--- src/rtl/seq_alu_pkg.sv ---
// Shared definitions for the sequential ALU: op-select width, op codes,
// FSM state encodings and small op-classification helpers.
package seq_alu_pkg;

  localparam int ALU_OPTION_WIDTH = 4;

  localparam logic [ALU_OPTION_WIDTH-1:0] OP_ADD   = 4'd0;
  localparam logic [ALU_OPTION_WIDTH-1:0] OP_SUB   = 4'd1;
  localparam logic [ALU_OPTION_WIDTH-1:0] OP_AND   = 4'd2;
  localparam logic [ALU_OPTION_WIDTH-1:0] OP_OR    = 4'd3;
  localparam logic [ALU_OPTION_WIDTH-1:0] OP_SLT   = 4'd4;
  localparam logic [ALU_OPTION_WIDTH-1:0] OP_SLTU  = 4'd5;
  localparam logic [ALU_OPTION_WIDTH-1:0] OP_MUL   = 4'd6;
  localparam logic [ALU_OPTION_WIDTH-1:0] OP_MULHU = 4'd7;
  localparam logic [ALU_OPTION_WIDTH-1:0] OP_DIVU  = 4'd8;
  localparam logic [ALU_OPTION_WIDTH-1:0] OP_REMU  = 4'd9;

  localparam logic [1:0] ST_IDLE = 2'd0;
  localparam logic [1:0] ST_BUSY = 2'd1;
  localparam logic [1:0] ST_DONE = 2'd2;

  function automatic logic is_mul_op(input logic [ALU_OPTION_WIDTH-1:0] op);
    return (op == OP_MUL) || (op == OP_MULHU);
  endfunction

  function automatic logic is_div_op(input logic [ALU_OPTION_WIDTH-1:0] op);
    return (op == OP_DIVU) || (op == OP_REMU);
  endfunction

endpackage

--- src/rtl/seq_alu_iter.sv ---
// Iterative datapath for the sequential ALU: shift-add multiplier (LSB first)
// and, when SEQ_ALU_DIV_EN is defined, a restoring unsigned divider (MSB first).
// The exposed product/quotient/remainder are the values *after* the iteration
// applied on the current step, so the controller can capture the final answer
// on the same edge that performs the last iteration.
module seq_alu_iter
  import seq_alu_pkg::*;
#(
  parameter int WIDTH = 32
) (
  input  logic               clk,
  input  logic               rst,
  input  logic               load,
  input  logic               step,
  input  logic               mode,
  input  logic [WIDTH-1:0]   a,
  input  logic [WIDTH-1:0]   b,
`ifdef SEQ_ALU_DIV_EN
  output logic [WIDTH-1:0]   quotient,
  output logic [WIDTH-1:0]   remainder,
`endif
  output logic [2*WIDTH-1:0] product
);

  logic [2*WIDTH-1:0] prod_q;
  logic [WIDTH-1:0]   mcand_q;
  logic [WIDTH-1:0]   addend;
  logic [WIDTH:0]     upper_sum;

  // Next product: add the multiplicand into the upper half when the current
  // multiplier bit is set, then shift the whole register right by one.
  always_comb begin
    addend    = prod_q[0] ? mcand_q : '0;
    upper_sum = {1'b0, prod_q[2*WIDTH-1:WIDTH]} + {1'b0, addend};
    product   = {upper_sum, prod_q[WIDTH-1:1]};
  end

  // Multiplier registers: multiplier sits in the low half on load.
  always_ff @(posedge clk) begin
    if (rst) begin
      prod_q  <= '0;
      mcand_q <= '0;
    end else if (load) begin
      prod_q  <= {{WIDTH{1'b0}}, a};
      mcand_q <= b;
    end else if (step && !mode) begin
      prod_q  <= product;
    end
  end

`ifdef SEQ_ALU_DIV_EN
  logic [WIDTH-1:0] rem_q;
  logic [WIDTH-1:0] quo_q;
  logic [WIDTH-1:0] dvsr_q;
  logic [WIDTH:0]   shifted;
  logic             fits;

  // Restoring step: shift the next dividend bit into the WIDTH+1-bit partial
  // remainder and subtract the divisor only if it fits. The kept remainder is
  // always below the divisor, so WIDTH bits are enough to store it.
  always_comb begin
    shifted   = {rem_q, quo_q[WIDTH-1]};
    fits      = (shifted >= {1'b0, dvsr_q});
    remainder = fits ? (shifted[WIDTH-1:0] - dvsr_q) : shifted[WIDTH-1:0];
    quotient  = {quo_q[WIDTH-2:0], fits};
  end

  // Divider registers: dividend bits are consumed from the quotient register.
  always_ff @(posedge clk) begin
    if (rst) begin
      rem_q  <= '0;
      quo_q  <= '0;
      dvsr_q <= '0;
    end else if (load) begin
      rem_q  <= '0;
      quo_q  <= a;
      dvsr_q <= b;
    end else if (step && mode) begin
      rem_q  <= remainder;
      quo_q  <= quotient;
    end
  end
`endif

endmodule

--- src/rtl/seq_alu.sv ---
// Sequential EX-stage ALU: single-cycle base ops plus iterative MUL/MULHU and,
// with SEQ_ALU_DIV_EN defined, DIVU/REMU, over a start/ready/done handshake.
// Without SEQ_ALU_DIV_EN, codes 8/9 behave as illegal (single-cycle, result 0).
module seq_alu
  import seq_alu_pkg::*;
#(
  parameter int WIDTH = 32,
  parameter int CNT_W = $clog2(WIDTH + 1)
) (
  input  logic                        clk,
  input  logic                        rst,
  input  logic                        start,
  input  logic                        flush,
  input  logic [ALU_OPTION_WIDTH-1:0] ALU_option,
  input  logic [WIDTH-1:0]            A,
  input  logic [WIDTH-1:0]            B,
  output logic                        ready,
  output logic                        done,
  output logic [WIDTH-1:0]            result
);

  logic [1:0]                  state;
  logic [CNT_W-1:0]            cnt;
  logic [ALU_OPTION_WIDTH-1:0] op_q;
  logic [WIDTH-1:0]            single_result;
  logic [WIDTH-1:0]            iter_result;
  logic [2*WIDTH-1:0]          product;
  logic                        goes_iter;
  logic                        load;
  logic                        step;
  logic                        mode;

  assign ready = (state != ST_BUSY);
  assign done  = (state == ST_DONE);
  assign load  = start && ready && !flush && goes_iter;
  assign step  = (state == ST_BUSY);

`ifdef SEQ_ALU_DIV_EN
  logic [WIDTH-1:0] quotient;
  logic [WIDTH-1:0] remainder;
  assign mode      = is_div_op(op_q);
  assign goes_iter = is_mul_op(ALU_option) || (is_div_op(ALU_option) && (B != '0));
`else
  assign mode      = 1'b0;
  assign goes_iter = is_mul_op(ALU_option);
`endif

  seq_alu_iter #(.WIDTH(WIDTH)) u_iter (
    .clk      (clk),
    .rst      (rst),
    .load     (load),
    .step     (step),
    .mode     (mode),
    .a        (A),
    .b        (B),
`ifdef SEQ_ALU_DIV_EN
    .quotient (quotient),
    .remainder(remainder),
`endif
    .product  (product)
  );

  // Single-cycle results, including divide-by-zero and illegal codes.
  always_comb begin
    single_result = '0;
    case (ALU_option)
      OP_ADD:  single_result = A + B;
      OP_SUB:  single_result = A - B;
      OP_AND:  single_result = A & B;
      OP_OR:   single_result = A | B;
      OP_SLT:  single_result = {{(WIDTH-1){1'b0}}, ($signed(A) < $signed(B))};
      OP_SLTU: single_result = {{(WIDTH-1){1'b0}}, (A < B)};
`ifdef SEQ_ALU_DIV_EN
      OP_DIVU: single_result = '1;
      OP_REMU: single_result = A;
`endif
      default: single_result = '0;
    endcase
  end

  // Final iterative result, selected by the op latched at accept.
  always_comb begin
    iter_result = '0;
    case (op_q)
      OP_MUL:   iter_result = product[WIDTH-1:0];
      OP_MULHU: iter_result = product[2*WIDTH-1:WIDTH];
`ifdef SEQ_ALU_DIV_EN
      OP_DIVU:  iter_result = quotient;
      OP_REMU:  iter_result = remainder;
`endif
      default:  iter_result = '0;
    endcase
  end

  // Control FSM: flush kills everything in flight and drops a same-cycle start;
  // DONE accepts a new start directly so back-to-back ops have no bubble.
  always_ff @(posedge clk) begin
    if (rst) begin
      state  <= ST_IDLE;
      cnt    <= '0;
      op_q   <= '0;
      result <= '0;
    end else if (flush) begin
      state <= ST_IDLE;
      cnt   <= '0;
    end else begin
      case (state)
        ST_IDLE, ST_DONE: begin
          if (start) begin
            if (goes_iter) begin
              state <= ST_BUSY;
              cnt   <= CNT_W'(WIDTH);
              op_q  <= ALU_option;
            end else begin
              state  <= ST_DONE;
              result <= single_result;
            end
          end else begin
            state <= ST_IDLE;
          end
        end
        ST_BUSY: begin
          cnt <= cnt - CNT_W'(1);
          if (cnt == CNT_W'(1)) begin
            state  <= ST_DONE;
            result <= iter_result;
          end
        end
        default: state <= ST_IDLE;
      endcase
    end
  end

endmodule

--- config.mk ---
export PLATFORM = sky130hd
export DESIGN_NAME = seq_alu
export DESIGN_NICKNAME = d
export VERILOG_FILES = /design/src/rtl/seq_alu_pkg.sv /design/src/rtl/seq_alu_iter.sv /design/src/rtl/seq_alu.sv
export SDC_FILE = /design/constraint.sdc
export NUM_CORES = 1
export LEC_CHECK = 0
export CAP_MARGIN = 20
export CORE_UTILIZATION = 57
export CTS_CLUSTER_DIAMETER = 80
export CTS_CLUSTER_SIZE = 14
export DETAILED_ROUTE_END_ITERATION = 6
export PLACE_DENSITY = 0.79
export SLEW_MARGIN = 30
export SYNTH_ARGS = -nofsm -noshare
export SYNTH_HDL_FRONTEND = slang
export SYNTH_SLANG_ARGS = --single-unit
--- constraint.sdc ---
create_clock -name clk -period 3.5 [get_ports clk]
set_input_delay 0.35 -clock clk [delete_from_list [all_inputs] [get_ports clk]]
set_output_delay 0.35 -clock clk [all_outputs]
set_load 0.01 [all_outputs]
After elaboration in Yosys (flattened, before gate mapping). Index checks and enable logic that the tools add are counted.

Bits in writable memories: 0. Bits of input ports: 72. Bits in latches: 0. Word-level logic and storage cells: 64. Register bits after elaboration: 140. Memories kept: 0. ROM bits: 0.

Reduce and logical (&&, ||, !) cells: 15. Multiply operators: 0. Shift operators: 0. Div/mod/pow operators: 0. Multiplexer cells: 16. $add $sub $neg: 4. Bitwise gates (word level): 3. Equal/unequal tests: 17. $lt $le $gt $ge: 2.

Operators by type and width (number): $mux 32 (6); $pmux 32 s6 (1); $pmux 32 s2 (2); $lt 32x32->1 (2); $add 32x32->33 (1); $add 32x32->32 (1); $and 32x32->32 (1); $or 32x32->32 (1); $sub 32x32->32 (1); $eq 4x3->1 const B (6); $mux 6 (2); $pmux 6 s2 (1); $eq 4x2->1 const B (2); $eq 6x1->1 const B (1); $mux 2 (3); $ne 2x2->1 const B (3); $reduce_or 2->1 (3); $sub 6x1->6 const B (1); $reduce_and 5->1 (1); $eq 4x1->1 const B (1); $logic_not 4->1 (1); $ne 2x1->1 const B (2); $pmux 2 s2 (1); $reduce_and 4->1 (1); 9 further kinds (12).

Longest topological paths before layout. Gate-level depths: netlist (run 1).

Depth after elaboration: 5. Mapped depth: 15. Mapped depth without buffers: 14.

Hierarchy. From an unflattened synthesis (run 1), not the netlist that was laid out.

Cells, all modules: 1796. Area, all modules: 13126.3 um2.

By module, submodules not included: seq_alu (cells each 1000, area an instance 7044.3 um2, instances 1); seq_alu_iter (cells each 796, area an instance 6082.1 um2, instances 1).

Worst setup path before layout (run 1). Ideal clock, no wire load.

Path kind: reg-to-reg. Start point: register u_iter.prod_q[0]. End point: register result[25]. Stages on the path, launching flop included: 16. Data arrival time: 3103 ps. Path buffers: 1. Required time: 3368 ps. Setup time: 132 ps. Slack: 265 ps. Cell sequence: dfxtp_1 > clkbuf_1 > and2_1 > ha_1 > inv_1 > fa_1 > nand2b_1 > a21oi_1 > a2111oi_1 > o41ai_2 > o21ai_1 > o21ai_0 > xor2_1 > a221o_1 > a21oi_1 > nor3_1.

Word-level cells in the longest chain between the ends: 5.

RTL lines: from (decl) (RTL line seq_alu_iter.sv:25) `logic [2*WIDTH-1:0] prod_q;`; from (signal assigned) (RTL line seq_alu_iter.sv:44) `prod_q <= {{WIDTH{1'b0}}, a};`; from (signal assigned) (RTL line seq_alu_iter.sv:47) `prod_q <= product;`; $mux 32 (RTL line seq_alu_iter.sv:33) `addend = prod_q[0] ? mcand_q : '0;`; $add 32x32->33 (RTL line seq_alu_iter.sv:34) `upper_sum = {1'b0, prod_q[2*WIDTH-1:WIDTH]} + {1'b0, addend};`; $pmux 32 s2 (RTL line seq_alu.sv:84) `case (op_q)`; $mux 32 (RTL line seq_alu.sv:124) `if (cnt == CNT_W'(1)) begin`; $pmux 32 s2 (RTL line seq_alu.sv:107) `case (state)`; to (signal assigned) (RTL line seq_alu.sv:116) `result <= single_result;`; to (signal assigned) (RTL line seq_alu.sv:126) `result <= iter_result;`; to (decl) (RTL line seq_alu.sv:19) `output logic [WIDTH-1:0] result`.

No other way between the ends. The select of a mux whose other input is x is not followed. A chain may end at the register's enable or synchronous reset.

Worst setup path after layout (run 1).
Start point: register u_iter.prod_q[0]. End point: register result[24].

The elaborated chain is that of the path after synthesis.

==> impl_metrics.csv, run 1 <==
group,metric,value,unit
outcome,status,"finished, violations left",
outcome,violations,"setup timing",
drt,wl_met1,20700,um
clock_network,cts.clk_slew.worst_paths,0.07,ns
clock_network,cts_tree,"yes",
finish,final_core_utilization,73.4,%
critical_path,cp-start-kind,"flip-flop",
timing,relSlewSlack,48.5,%
finish,fin_cells,2177,
critical_path,crit_path_frequent_cell,"buf_4",
clock_network,ctsLongestPathBuffers,2,
yosys,yosysWarnings,0,
placed_design,hpwl,35300,um
yosys,postSynthAreaPerCell,7.27,sq um
critical_path,crit_required,3.81,ns
clock_network,cts.hold.buffers_added,0,
global_routing,antenna_found_initial,0,
power,total_power,4.78,mW
drt,top_layer_used,"met4",
clock_network,h-tree-depth,4,
yosys,yosysUniqueCellTypes,85,
global_routing,grt_pass1_vias,12600,
yosys,async_flop_share,0,%
placed_design,io_buffers,105,
timing,slew_viol_final,0,
clock_network,cts.sinks,140,
timing,hold_viol_final,0,
global_routing,grt_use_total,41.4,%
yosys,yosysSeqAreaShare,22.9,%
floorplanning,dieArea,22000,sq um
critical_path,cp_cell_sequence,"buf_4 > buf_4 > and2_1 > ha_1 > a21oi_2 > nor2_1 > a211oi_2 > nand2_1 > a211oi_2 > buf_4 > a21oi_1 > xnor2_1 > a21oi_1 > a221oi_1 > nor3_1",
clock_network,numCtsBuffers,17,
floorplanning,num_rows,53,
clock_network,clock_latency,0.43,ns
drt,firstDrtPassIters,5,
yosys,synth-edff-count,0,
critical_path,slowest_delay,0.38,ns
yosys,netlist_instances,1682,
drt,drt_iter0_drc,1898,
critical_path,cp-end-kind,"flip-flop",
drt,wl_met2,19300,um
power,irDropWorstVdd,0.289,mV
yosys,yosysTopAreaCellShare,22.9,%
critical_path,worst-endpoint-arrival,3.81,ns
hold_path,hold_class,"flip-flop to flip-flop",
critical_path,cpMaxStageDelayCell,"a211oi_2",
floorplanning,pin_count,106,
drt,via_per_inst,6.36,
drt,drc_errors,0,
placed_design,routabilityCongestion,0.974,
floorplanning,die_y,148,um
drt,wirelength,46400,um
global_routing,grt_max_degree,109,
drt,ant_nets,0,
drt,dr_wl_met3,5320,um
timing,tns,-0.00547,ns
clock_network,root_buffer,"clkbuf_16",
yosys,syn_area,12200,sq um
timing,rsz0062_at_grt,"yes",
finish,layout.nets,2101,
floorplanning,coreArea,21000,sq um
critical_path,crit_type,"flip-flop to flip-flop",
yosys,ys_ff_latch,140,
drt,vias,13800,
timing,period_needed,3.51,ns
global_routing,grt_pass1_wl,70400,um
placed_design,dp.cells,2140,
yosys,synth_area_leader_cell,"dfxtp_1",
timing,fin_skew,0.0141,ns
critical_path,path_buf_inv,3,
yosys,synth_fp_nets,1894,
yosys,synth.area.top_cells,"dfxtp_1 23%, ha_1 14%, nand2_1 7.9%",
finish,drive_above_1_share,14.9,%
critical_path,cp_top_family,"compound AO/OA/AOI/OAI gates",
timing,timing.final.crit_share,100,%
timing,worst_slack,-0.00547,ns
floorplanning,die_x,148,um
floorplanning,start_util,58.2,%
timing,max_freq,0.285,GHz
drt,wl_per_cell,21.3,um
critical_path,cp_max_fo,10,
yosys,ys.flop_type,"dfxtp_1",
power,pwr_density_cell,310,nW/um^2
finish,syn2layout_area_growth,26.1,%
power,power_leakage,6.65,nW
global_routing,overflow,0,
finish,antennaDiodeCount,0,
timing,final-setup-viol-count,1,
run,cap_violations,0,
timing,tightest_slew,0.772,ns
-- registers in the layout (all words and copies together), names as in the netlist --
signal / cells
u_iter.mcand_q: 32
op_q: 4
cnt: 6
result: 32
state: 2
u_iter.prod_q: 64
-- worst register-to-register path, cell delays in order (launching register included) --
cell and delay [ns]:
dfxtp_2 0.35, buf_4 0.17, buf_4 0.15, and2_1 0.15, ha_1 0.35, a21oi_2 0.19, nor2_1 0.07, a211oi_2 0.27
nand2_1 0.19, a211oi_2 0.38, buf_4 0.18, a21oi_1 0.08, xnor2_1 0.31, a21oi_1 0.15, a221oi_1 0.33, nor3_1 0.07
-- per-stage QoR --
| stage | worst slack (ns) | cell area [sq um] | hold slack (ns) |
|---|---|---|---|
| floorplan | 0.265 | 12200 | 0.431 |
| global placement | -0.161 | 14700 | 0.437 |
| detailed placement | -0.264 | 14700 | 0.443 |
| CTS | 0.00896 | 15200 | 0.452 |
| global route | -0.101 | 15400 | 0.469 |
| finish | -0.00547 | 15400 | 0.453 |
-- layout make-up --
class / count / area, sq um
Clock buffer: 20 / 447
Clock inverter: 12 / 116
Fill cell: 1652 / 5600
Inverter: 108 / 407
Multi-Input combinational cell: 1327 / 8770
Sequential cell: 140 / 2800
Tap cell: 275 / 344
Timing Repair Buffer: 295 / 2540
-- timing repair --
action,in CTS,in global routing
gates resized for setup,4,32
endpoints found under the setup margin,5,24
pin swaps,0,17
setup buffers,0,5
-- cells by family after synthesis --
logic type               Yosys count  share of synthesized area (%)
AO/OA/AOI/OAI                    520                           28.5
XOR/XNOR                          61                           4.37
adder cells (fa/ha/maj)          140                           14.5
buffers and inverters            215                           6.88
flip-flops                       140                           22.9
multiplexers                      19                           1.60
AND/OR/NAND/NOR                  587                           21.2
-- cell usage in the layout, fill, tap and decap left out, drive strengths merged, types with 18 or more instances in the layout --
| master | instances |
|---|---|
| a211oi | 25 |
| a21o | 25 |
| a21oi | 188 |
| a221oi | 22 |
| a311oi | 38 |
| and2 | 36 |
| buf | 191 |
| clkbuf | 20 |
| clkdlybuf4s50 | 104 |
| dfxtp | 140 |
| ha | 137 |
| inv | 109 |
| nand2 | 258 |
| nand2b | 18 |
| nor2 | 167 |
| nor3 | 33 |
| o21ai | 76 |
| xnor2 | 48 |
-- Yosys cell counts, drive strengths merged (6+ instances only) --
| library cell | instances |
|---|---|
| a311oi | 38 |
| nor3 | 33 |
| a221oi | 22 |
| a22oi | 6 |
| buf | 20 |
| nor4 | 12 |
| o21a | 7 |
| dfxtp | 140 |
| nor2 | 167 |
| inv | 108 |
| o21bai | 15 |
| clkbuf | 87 |
| o21ai | 76 |
| nand3 | 10 |
| nor2b | 11 |
| o22ai | 11 |
| xnor2 | 48 |
| o221ai | 14 |
| nand2b | 18 |
| a211o | 6 |
| o31ai | 9 |
| a41oi | 7 |
| ha | 137 |
| a211oi | 25 |
| a21oi | 188 |
| nand4 | 11 |
| o211ai | 13 |
| a31oi | 11 |
| and2 | 36 |
| and3 | 7 |
| a21o | 25 |
| xor2 | 13 |
| mux2i | 15 |
| or3 | 6 |
| nand2 | 258 |
-- report_power, final --
group / switching, mW / internal, mW / total [mW]
Sequential: 0.0335 / 1.63 / 1.67
Combinational: 0.770 / 0.600 / 1.37
Clock: 0.741 / 1.00 / 1.74
Total: 1.54 / 3.23 / 4.78
-- per-layer routing --
metal / vias to the layer above / GRT usage (%)
li1: 6361 / -
met1: 6541 / 62.7
met2: 862 / 60.4
met3: 78 / 5.92
met4: 0 / 10.9
met5: - / 0
-- worst paths after layout --
kind              cells after the start                              end  slack, ns                       startpoint
hold reg to reg                       2  u_iter.mcand_q[21]$_SDFFE_PP0P_       0.45  u_iter.mcand_q[21]$_SDFFE_PP0P_
hold / removal                        2  u_iter.mcand_q[21]$_SDFFE_PP0P_       0.45  u_iter.mcand_q[21]$_SDFFE_PP0P_
setup / recovery                     15          result[24]$_SDFFE_PP0P_     -0.005    u_iter.prod_q[0]$_SDFFE_PP0P_
setup reg to reg                     15          result[24]$_SDFFE_PP0P_     -0.005    u_iter.prod_q[0]$_SDFFE_PP0P_
(Power assumes the default switching activity.)
==> run 2, diff against run 1 <==
--- a/config.mk
+++ b/config.mk
@@ -7,7 +7,6 @@
 export LEC_CHECK = 0
 export CAP_MARGIN = 20
 export CORE_UTILIZATION = 57
-export CTS_CLUSTER_DIAMETER = 80
 export CTS_CLUSTER_SIZE = 14
 export DETAILED_ROUTE_END_ITERATION = 6
 export PLACE_DENSITY = 0.79
==> results of run 2 <==
The final DEF is identical to that of run 1; final timing and power are the same.
